`src/rtl/fetch_stage.sv`:
```
// fetch_stage
//   Instruction-fetch stage and IF/ID pipeline register for the 5-stage core.
//   Holds the PC, drives the instruction-memory address, and latches the
//   fetched word together with PC+4 for decode. A taken branch from EX
//   redirects the PC and flushes IF/ID to a bubble. A freeze from hazard
//   detection holds both the PC and IF/ID. Saturating counters record
//   stalled cycles and branch flushes for performance debug.
//
// Ports
//   clk              core clock, all state updates on the rising edge
//   rst              synchronous active-high reset
//   freeze           stall request from hazard detection
//   branch_taken     branch resolved taken in EX this cycle
//   branch_addr      branch target, low two bits ignored
//   imem_addr        instruction-memory address, equal to the PC register
//   imem_rdata       instruction word, combinational read of imem_addr
//   pc_out           IF/ID: PC+4 of the latched instruction
//   instruction_out  IF/ID: latched instruction (0 for a bubble)
//   valid_out        IF/ID: 1 = real instruction, 0 = bubble
//   stall_count      saturating count of frozen cycles
//   flush_count      saturating count of branch flushes
module fetch_stage #(
  parameter logic [31:0] RESET_PC = 32'h0000_0000,
  parameter int          CNT_W    = 16
) (
  input  logic             clk,
  input  logic             rst,
  input  logic             freeze,
  input  logic             branch_taken,
  input  logic [31:0]      branch_addr,
  output logic [31:0]      imem_addr,
  input  logic [31:0]      imem_rdata,
  output logic [31:0]      pc_out,
  output logic [31:0]      instruction_out,
  output logic             valid_out,
  output logic [CNT_W-1:0] stall_count,
  output logic [CNT_W-1:0] flush_count
);

  localparam logic [CNT_W-1:0] CNT_MAX = {CNT_W{1'b1}};

  logic [31:0] pc;
  logic [31:0] pc_plus4;

  // Target is always word aligned; the low bits of branch_addr are dropped.
  logic [1:0] branch_addr_unused;
  assign branch_addr_unused = branch_addr[1:0];

  assign imem_addr = pc;
  // Wraps modulo 2^32 by construction.
  assign pc_plus4  = pc + 32'd4;

  // Priority: rst > branch_taken > freeze > normal fetch.
  always_ff @(posedge clk) begin
    if (rst) begin
      pc              <= RESET_PC;
      pc_out          <= '0;
      instruction_out <= '0;
      valid_out       <= 1'b0;
      stall_count     <= '0;
      flush_count     <= '0;
    end else if (branch_taken) begin
      // Freeze is ignored here so a redirect is never lost behind a stall.
      pc              <= {branch_addr[31:2], 2'b00};
      pc_out          <= '0;
      instruction_out <= '0;
      valid_out       <= 1'b0;
      if (flush_count != CNT_MAX) begin
        flush_count <= flush_count + 1'b1;
      end
    end else if (freeze) begin
      if (stall_count != CNT_MAX) begin
        stall_count <= stall_count + 1'b1;
      end
    end else begin
      pc              <= pc_plus4;
      pc_out          <= pc_plus4;
      instruction_out <= imem_rdata;
      valid_out       <= 1'b1;
    end
  end

endmodule
```
`config.mk`:
```
export PLATFORM = sky130hd
export DESIGN_NAME = fetch_stage
export DESIGN_NICKNAME = d
export VERILOG_FILES = /design/src/rtl/fetch_stage.sv
export SDC_FILE = /design/constraint.sdc
export NUM_CORES = 1
export LEC_CHECK = 0
export BUFFER_PORTS_ARGS = -buffer_cell sky130_fd_sc_hd__buf_4
export CORE_MARGIN = 1
export CORE_UTILIZATION = 45
export CTS_BUF_LIST = sky130_fd_sc_hd__clkbuf_2 sky130_fd_sc_hd__clkbuf_4 sky130_fd_sc_hd__clkbuf_8
export DETAILED_ROUTE_END_ITERATION = 10
export PLACE_DENSITY_LB_ADDON = 0.12
export SYNTH_ARGS = -nofsm -noshare
export SYNTH_HDL_FRONTEND = slang
export SYNTH_SLANG_ARGS = --single-unit
```
`constraint.sdc`:
```
create_clock -name clk -period 4.5 [get_ports clk]
set_input_delay 0.45 -clock clk [delete_from_list [all_inputs] [get_ports clk]]
set_output_delay 0.45 -clock clk [all_outputs]
set_load 0.02 [all_outputs]
```
### Yosys cells after proc, flatten, opt, wreduce, memory -nomap -nowiden

Index checks and enable logic that the tools add are counted.

* register bits after elaboration: 129
* word-level logic and storage cells: 19

* add/sub/neg operators: 3
* equality and inequality tests: 3
* muxes and demuxes: 2
* bitwise logic cells: 1
* reduce and logical (&&, ||, !) cells: 3

Operators by type and width (number)
* 2-to-1 mux 32 bit: 2
* adder 16 x 1 -> 16 bit, second input constant: 2
* adder 32 x 3 -> 32 bit, second input constant: 1
* inequality test 16 bit, second input constant: 2
* AND reduction 3 bit: 1
* inequality test 2 x 1 -> 1 bit, second input constant: 1
* AND reduction 2 bit: 1
* OR reduction 2 bit: 1
* NOT 1 bit: 1

### Longest topological paths before layout

Gate-level depths: netlist of the first run.

* depth after elaboration: 3
* depth in mapped cells: 7

### Worst setup path before layout of the first run

No wires, ideal clock.

* path type: reg2reg
* from: register pc[2], in the netlist imem_addr[2]
* to: register pc[26], in the netlist imem_addr[26]
* library setup time: 0.120 ns
* data arrival time: 1.977 ns
* path slack: 2.403 ns
* cell stages (with the launch flop): 7
* period minus slack after synthesis: 2.097 ns
* cells stage by stage: dfxtp_1 ha_1 nand3_2 nor3_2 nand4_1 o21a_1 o31a_1

* longest elaborated chain between the ends: 3

RTL lines
* start: declaration: RTL line 42 `logic [31:0] pc;`
* start signal: assignment: RTL line 64 `pc <= {branch_addr[31:2], 2'b00};`
* start signal: assignment: RTL line 76 `pc <= pc_plus4;`
* adder 32 x 3 -> 32 bit: RTL line 51 `assign pc_plus4 = pc + 32'd4;`
* 2-to-1 mux 32 bit: RTL line 71 `end else if (freeze) begin`
* 2-to-1 mux 32 bit: RTL line 62 `end else if (branch_taken) begin`

Every way passes these cells. The select of a mux whose other input is x is not followed.
A chain may end at the register's enable or synchronous reset.

### Final worst setup path of the first run

Same ends and word-level chain as after synthesis.

==> results of run 1 <==
==> final timing paths <==
path / from / endpoint / slack [ns] / cells past startpoint
hold / removal: imem_rdata[0] / instruction_out[0]$_SDFFE_PP0N_ / 0.24 / 3
hold reg to reg: valid_out$_SDFFE_PP0N_ / valid_out$_SDFFE_PP0N_ / 0.46 / 1
setup reg to reg: imem_addr[2]$_SDFFE_PP0N_ / imem_addr[26]$_SDFFE_PP0N_ / 2.11 / 6
setup / recovery: imem_addr[2]$_SDFFE_PP0N_ / imem_addr[26]$_SDFFE_PP0N_ / 2.11 / 6
==> routing by layer <==
metal / up-vias / routed length, um / share of wire (%) / global-route usage (%)
li1: 2650 / - / - / -
met1: 2486 / 6610 / 45 / 28.8
met2: 162 / 6950 / 47 / 35.3
met3: 31 / 845 / 5.7 / 5.93
met4: 0 / 366 / 2.5 / 10.7
met5: - / 0 / 0 / 0
==> sequential cells by signal, summed over array words and instances, names as in the netlist <==
register         cells
stall_count         16
valid_out            1
instruction_out     32
flush_count         16
imem_addr           30
pc_out              30
==> worst register-to-register path, cell delays in order (launching register included) <==
cell	delay, ns
dfxtp_1	0.48
ha_1	0.28
nand3_2	0.21
nor3_2	0.56
nand4_1	0.30
o21a_1	0.24
o31a_1	0.22
==> cell type report <==
| type | count | share of cell area, % |
|---|---|---|
| clock inverter | 9 | 1.59 |
| clock buffer | 22 | 3.59 |
| timing repair buffer | 192 | 19.0 |
| inverter | 14 | 0.694 |
| sequential | 125 | 33.1 |
| multi-input combinational | 486 | 39.2 |
| tap | 168 | 2.78 |
==> power breakdown <==
part	switching, mW	internal [mW]
logic	0.162	0.138
clock network	0.415	0.568
registers	0.0467	1.15
==> synthesized netlist by cell type (3+ instances only) <==
master	number	area (um2)
nand2_1	29	109
and4_1	6	52.6
nand4_1	29	181
nor3_1	16	80.1
o21ai_0	30	150
nor4_1	5	31.3
o22ai_1	5	31.3
xor2_1	38	333
nand3_1	34	170
clkbuf_1	30	113
nor2b_1	7	43.8
xnor2_1	33	289
a211oi_1	14	105
mux2i_1	37	370
and2_1	5	31.3
buf_4	4	30.0
ha_1	3	37.5
nor2_1	103	387
buf_2	8	40.0
and3_1	14	87.6
a21oi_1	47	235
dfxtp_1	125	2500
inv_1	13	48.8
o21a_1	4	30.0
or4_1	3	22.5
==> layout by cell type, fill, tap and decap left out, types with 16 or more instances in the layout <==
cell type	netlist	routed
nand3_1	34	34
nor2_1	103	103
nand2_1	29	29
nor3_1	16	16
xor2_1	38	38
clkbuf_8	0	17
o21ai_0	30	30
nand4_1	29	29
xnor2_1	33	33
mux2i_1	37	37
a21oi_1	47	47
dfxtp_1	125	125
buf_4	4	192
==> through the flow <==
| step | cell area [um2] | worst slack [ns] |
|---|---|---|
| final | 7570 | 2.11 |
| after global routing | 7570 | 1.92 |
| after CTS | 7570 | 2.13 |
| after detailed placement | 7180 | 1.82 |
| after global placement | 7180 | 1.86 |
| after floorplan | 5720 | 2.40 |
==> logic make-up (layout without fill, tap and decap cells) <==
| group | after synthesis | count (layout) |
|---|---|---|
| AOI/OAI and AO/OA | 112 | 112 |
| xor gates and xnor gates | 71 | 71 |
| adders and majority gates | 3 | 3 |
| buffers and inverters | 58 | 237 |
| DFF | 125 | 125 |
| muxes | 37 | 37 |
| other | 1 | 4 |
| and+or+nand+nor | 259 | 259 |
==> flow_summary.ini, run 1 <==
[clock_network]
clk_latency_ns = 0.44
ctsRootBufferMaster = clkbuf_8
cts_hold_repair.buffers = 0
cts_buffer_depth = 2
clkSinkCount = 125
cts_resized = 0
htree_levels = 4
tritoncts = done
postCtsSetupBuffers = 0
clkTransAtPathRegs_ns = 0.07
cts-buffers-inserted = 17

[routing]
vias = 5329
dr.pass1.iters = 5
wl_per_cell_um = 14.5
wirelength_mm = 14.8
drc = 0
first_iter_violations = 269
drt-vias-per-instance = 5.25
antenna_left = 0

[power_and_ir_drop]
pwr_density_cell_mw_per_mm2 = 327
ir_drop_uv = 227
static-leakage-power_nw = 3.20
p_total_mw = 2.48

[synth]
synth_edf_count = 0
synth-async-reset-ratio_pct = 0
yosysSeqAreaShare_pct = 43.9
yosys.area_share.simple_pct = 22.4
syn_area_mm2 = 0.00570
syn_area_per_cell_um2 = 8.56
ys_ff_latch = 125
synthFlopType = dfxtp_1
synth_fa_ha_area_share_pct = 0.658
synth_cells = 666
synth_mux_area_share_pct = 6.49
yosys_warnings = 0
synth_xor_xnor_area_share_pct = 10.9
synth.distinct_cells = 44
synth_compound_area_share_pct = 11.4
synth_top_family_by_area = simple AND/OR/NAND/NOR gates

[setup_path]
worstSetupPathType = register to register
path_max_fanout = 10
cp_slowest_stage_delay_ns = 0.55
cp_top_family = simple AND/OR/NAND/NOR gates
crit_chain = ha_1, nand3_2, nor3_2, nand4_1, o21a_1, o31a_1
critPathSlowestCell = nor3_2
path_buf_inv = 0
worstPathArrival_ns = 2.72
startpoint_type = register
cp-end-kind = register
worst-endpoint-required_ns = 4.83

[global_routing]
overflow = 0
grt_pass1_vias = 4717
antenna_found_initial = 0
grt_max_degree = 67
grt_pass1_wl_mm = 23.1
grtUsageTotal_pct = 22.5

[die]
start_util_pct = 46.9
dieArea_mm2 = 0.0131
die_y_um = 115
io_pins = 197
rows = 40
core-area_mm2 = 0.0122
die_x_um = 115

[place]
place_congestion = 0.868
dpl.cell_count = 985
portBuffers = 190
dp_hpwl_mm = 10.3

[finish]
area_growth_pct = 32.7
n_antenna_cell = 0
seqCellArea_mm2 = 0.00250
layout.nets = 907
fillers = 1105
utilization_pct = 62.2
multi_input_area_mm2 = 0.00297
stdcell_count = 1016
drive_gt1_share_pct = 27.4

[sta]
fmax_mhz = 419
skew_ns = 0.00599
final-hold-violation-count = 0
slew_viol_final = 0
relSlewSlack_pct = 38.5
grt_setup_unrepaired = false
tightest_slew_ns = 0.923
fin_setup_tns_ns = 0
setup_viol = 0
min_period_over_period_pct = 53.1
whs_ns = 0.237
finalWorstPathRequiredPeriod_ns = 2.39

[worst_hold_path]
hold_path_class = input pin to register

[run]
cap_viol_max_count = 0

[run_status]
outcome = completed
Note: power is estimated with default switching activity, not from simulation.
==> run 2, diff against run 1 <==
==> constraint.sdc (replaced) <==
create_clock -name clk -period 2 [get_ports clk]
set_input_delay 0.2 -clock clk [delete_from_list [all_inputs] [get_ports clk]]
set_output_delay 0.2 -clock clk [all_outputs]
set_load 0.02 [all_outputs]
==> run 2 against run 1 <==
  * Hold slack lost 0.20 ns
  * Sequential power up 120%
  * Clock power rose by 120%
  * Wire length increased by 8.4%
  * Global-route usage is 2.2 points higher
  * Count of clock-buffer cells in the layout is 2 higher
==> flow_summary.ini, run 2 (synthesis gave the netlist of run 1 again) <==
[global_routing]
antenna_found_initial = 0
overflow = 0
grtUsageTotal_pct = 24.7
grt_pass1_wl_mm = 25.4
grt_pass1_vias = 5226
grt_max_degree = 56

[clock_network]
tritoncts = done
clkSinkCount = 125
clk_latency_ns = 0.44
clkTransAtPathRegs_ns = 0.07
postCtsSetupBuffers = 0
cts_buffer_depth = 2
ctsRootBufferMaster = clkbuf_8
htree_levels = 4
cts-buffers-inserted = 17

[setup_path]
rrSetupSlack_ns = 0.11
crit_end = imem_addr[22]$_SDFFE_PP0N_
r2r-start = imem_addr[3]$_SDFFE_PP0N_
worst-endpoint-required_ns = 2.36
path_buf_inv = 0
startpoint_type = register
crit_chain = ha_1, nand3_4, or3_4, nor4_2, xnor2_1, a211oi_2
critPathSlowestCell = or3_4
worstPathArrival_ns = 2.25
path_max_fanout = 6
cp_top_family = simple AND/OR/NAND/NOR gates
ff2ff_path_depth = 6
r2r_end = imem_addr[22]$_SDFFE_PP0N_
crit_start = imem_addr[3]$_SDFFE_PP0N_
path_depth = 6
cp-end-kind = register
worstSetupPathType = register to register
cp_slowest_stage_delay_ns = 0.45

[sta]
tightest_slew_ns = 0.713
whs_ns = 0.0363
min_period_over_period_pct = 94.3
fmax_mhz = 530
grt_setup_unrepaired = false
finalWorstPathRequiredPeriod_ns = 1.89
setup_viol = 0
relSlewSlack_pct = 52.4
fin_setup_tns_ns = 0
slew_viol_final = 0
final-hold-violation-count = 0
skew_ns = 0.00854

[finish]
fillers = 1043
area_growth_pct = 43.1
multi_input_area_mm2 = 0.00298
top_register = instruction_out
largest_reg_flops = 32
layout_commonest_cell = buf_4
seqCellArea_mm2 = 0.00250
n_antenna_cell = 0
stdcell_count = 1083
most-common-layout-cells = buf_4, dfxtp_1, nor2_1
layout.nets = 973
drive_gt1_share_pct = 29.1

[place]
place_congestion = 0.891
portBuffers = 190
dp_hpwl_mm = 11.1
dpl.cell_count = 1016

[power_and_ir_drop]
ir_drop_uv = 478
pwr_density_cell_mw_per_mm2 = 691
static-leakage-power_nw = 3.52
p_total_mw = 5.64

[routing]
drc = 0
vias = 5603
wirelength_mm = 16.0
dr.pass1.iters = 5
drt-vias-per-instance = 5.17
wl_per_cell_um = 14.8
first_iter_violations = 345
antenna_left = 0

[die]
rows = 40
die_x_um = 115
start_util_pct = 46.9
dieArea_mm2 = 0.0131
die_y_um = 115
core-area_mm2 = 0.0122
io_pins = 197

[run_status]
outcome = completed

[worst_hold_path]
hold_path_class = input pin to register

[run]
cap_viol_max_count = 0
run 2: through the flow:
| step | instance area [um2] | worst slack, ns | util (%) |
|---|---|---|---|
| after floorplan | 5720 | 0.0425 | - |
| after global placement | 7420 | 0.145 | 61.0 |
| after detailed placement | 7420 | 0.103 | 61.0 |
| after CTS | 8160 | 0.0774 | 67.1 |
| after global routing | 8170 | 0.00334 | 67.1 |
| final | 8170 | 0.114 | 67.1 |
run 2: metal layers:
metal	global-route usage [%]	share of wire, %
met1	31.2	44
met2	40.3	48
met3	6.41	6.3
met4	9.87	2.1
met5	0	0
run 2: how the worst min path moves through the flow:
stage                     from                         endpoint  slack (ns)  cells after the start
6_report       branch_addr[24]       imem_addr[24]$_SDFFE_PP0N_        0.04                      3
5_1_grt         branch_addr[6]        imem_addr[6]$_SDFFE_PP0N_        0.02                      3
4_1_cts        branch_addr[12]       imem_addr[12]$_SDFFE_PP0N_       0.005                      3
3_5_place_dp     imem_rdata[4]  instruction_out[4]$_SDFFE_PP0N_        0.44                      3
3_3_place_gp     imem_rdata[7]  instruction_out[7]$_SDFFE_PP0N_        0.43                      3
2_1_floorplan   branch_addr[2]        imem_addr[2]$_SDFFE_PP0N_        0.34                      2
run 2: layout make-up:
type / count / area share [%]
Timing Repair Buffer: 258 / 24.8
Clock inverter: 8 / 1.10
Clock buffer: 24 / 3.66
Sequential cell: 125 / 30.7
Inverter: 14 / 0.644
Multi-Input combinational cell: 486 / 36.5
Tap cell: 168 / 2.57
run 2: power breakdown:
group / switching, mW / internal [mW] / total, mW
registers: 0.0759 / 2.58 / 2.66
logic: 0.424 / 0.390 / 0.813
clock network: 0.942 / 1.23 / 2.17
total: 1.44 / 4.20 / 5.64
run 2: what timing repair did:
item | 4_1_cts | 5_1_grt
hold buffers | 35 | 0
endpoints found under the setup margin | 0 | 1
gates resized for setup | 0 | 1
hold endpoints to repair | 35 | 0
run 2: worst reg2reg max path, stage by stage (launching register included):
cell	delay [ns]
dfxtp_2	0.37
ha_1	0.22
nand3_4	0.13
or3_4	0.45
nor4_2	0.31
xnor2_1	0.12
a211oi_2	0.21
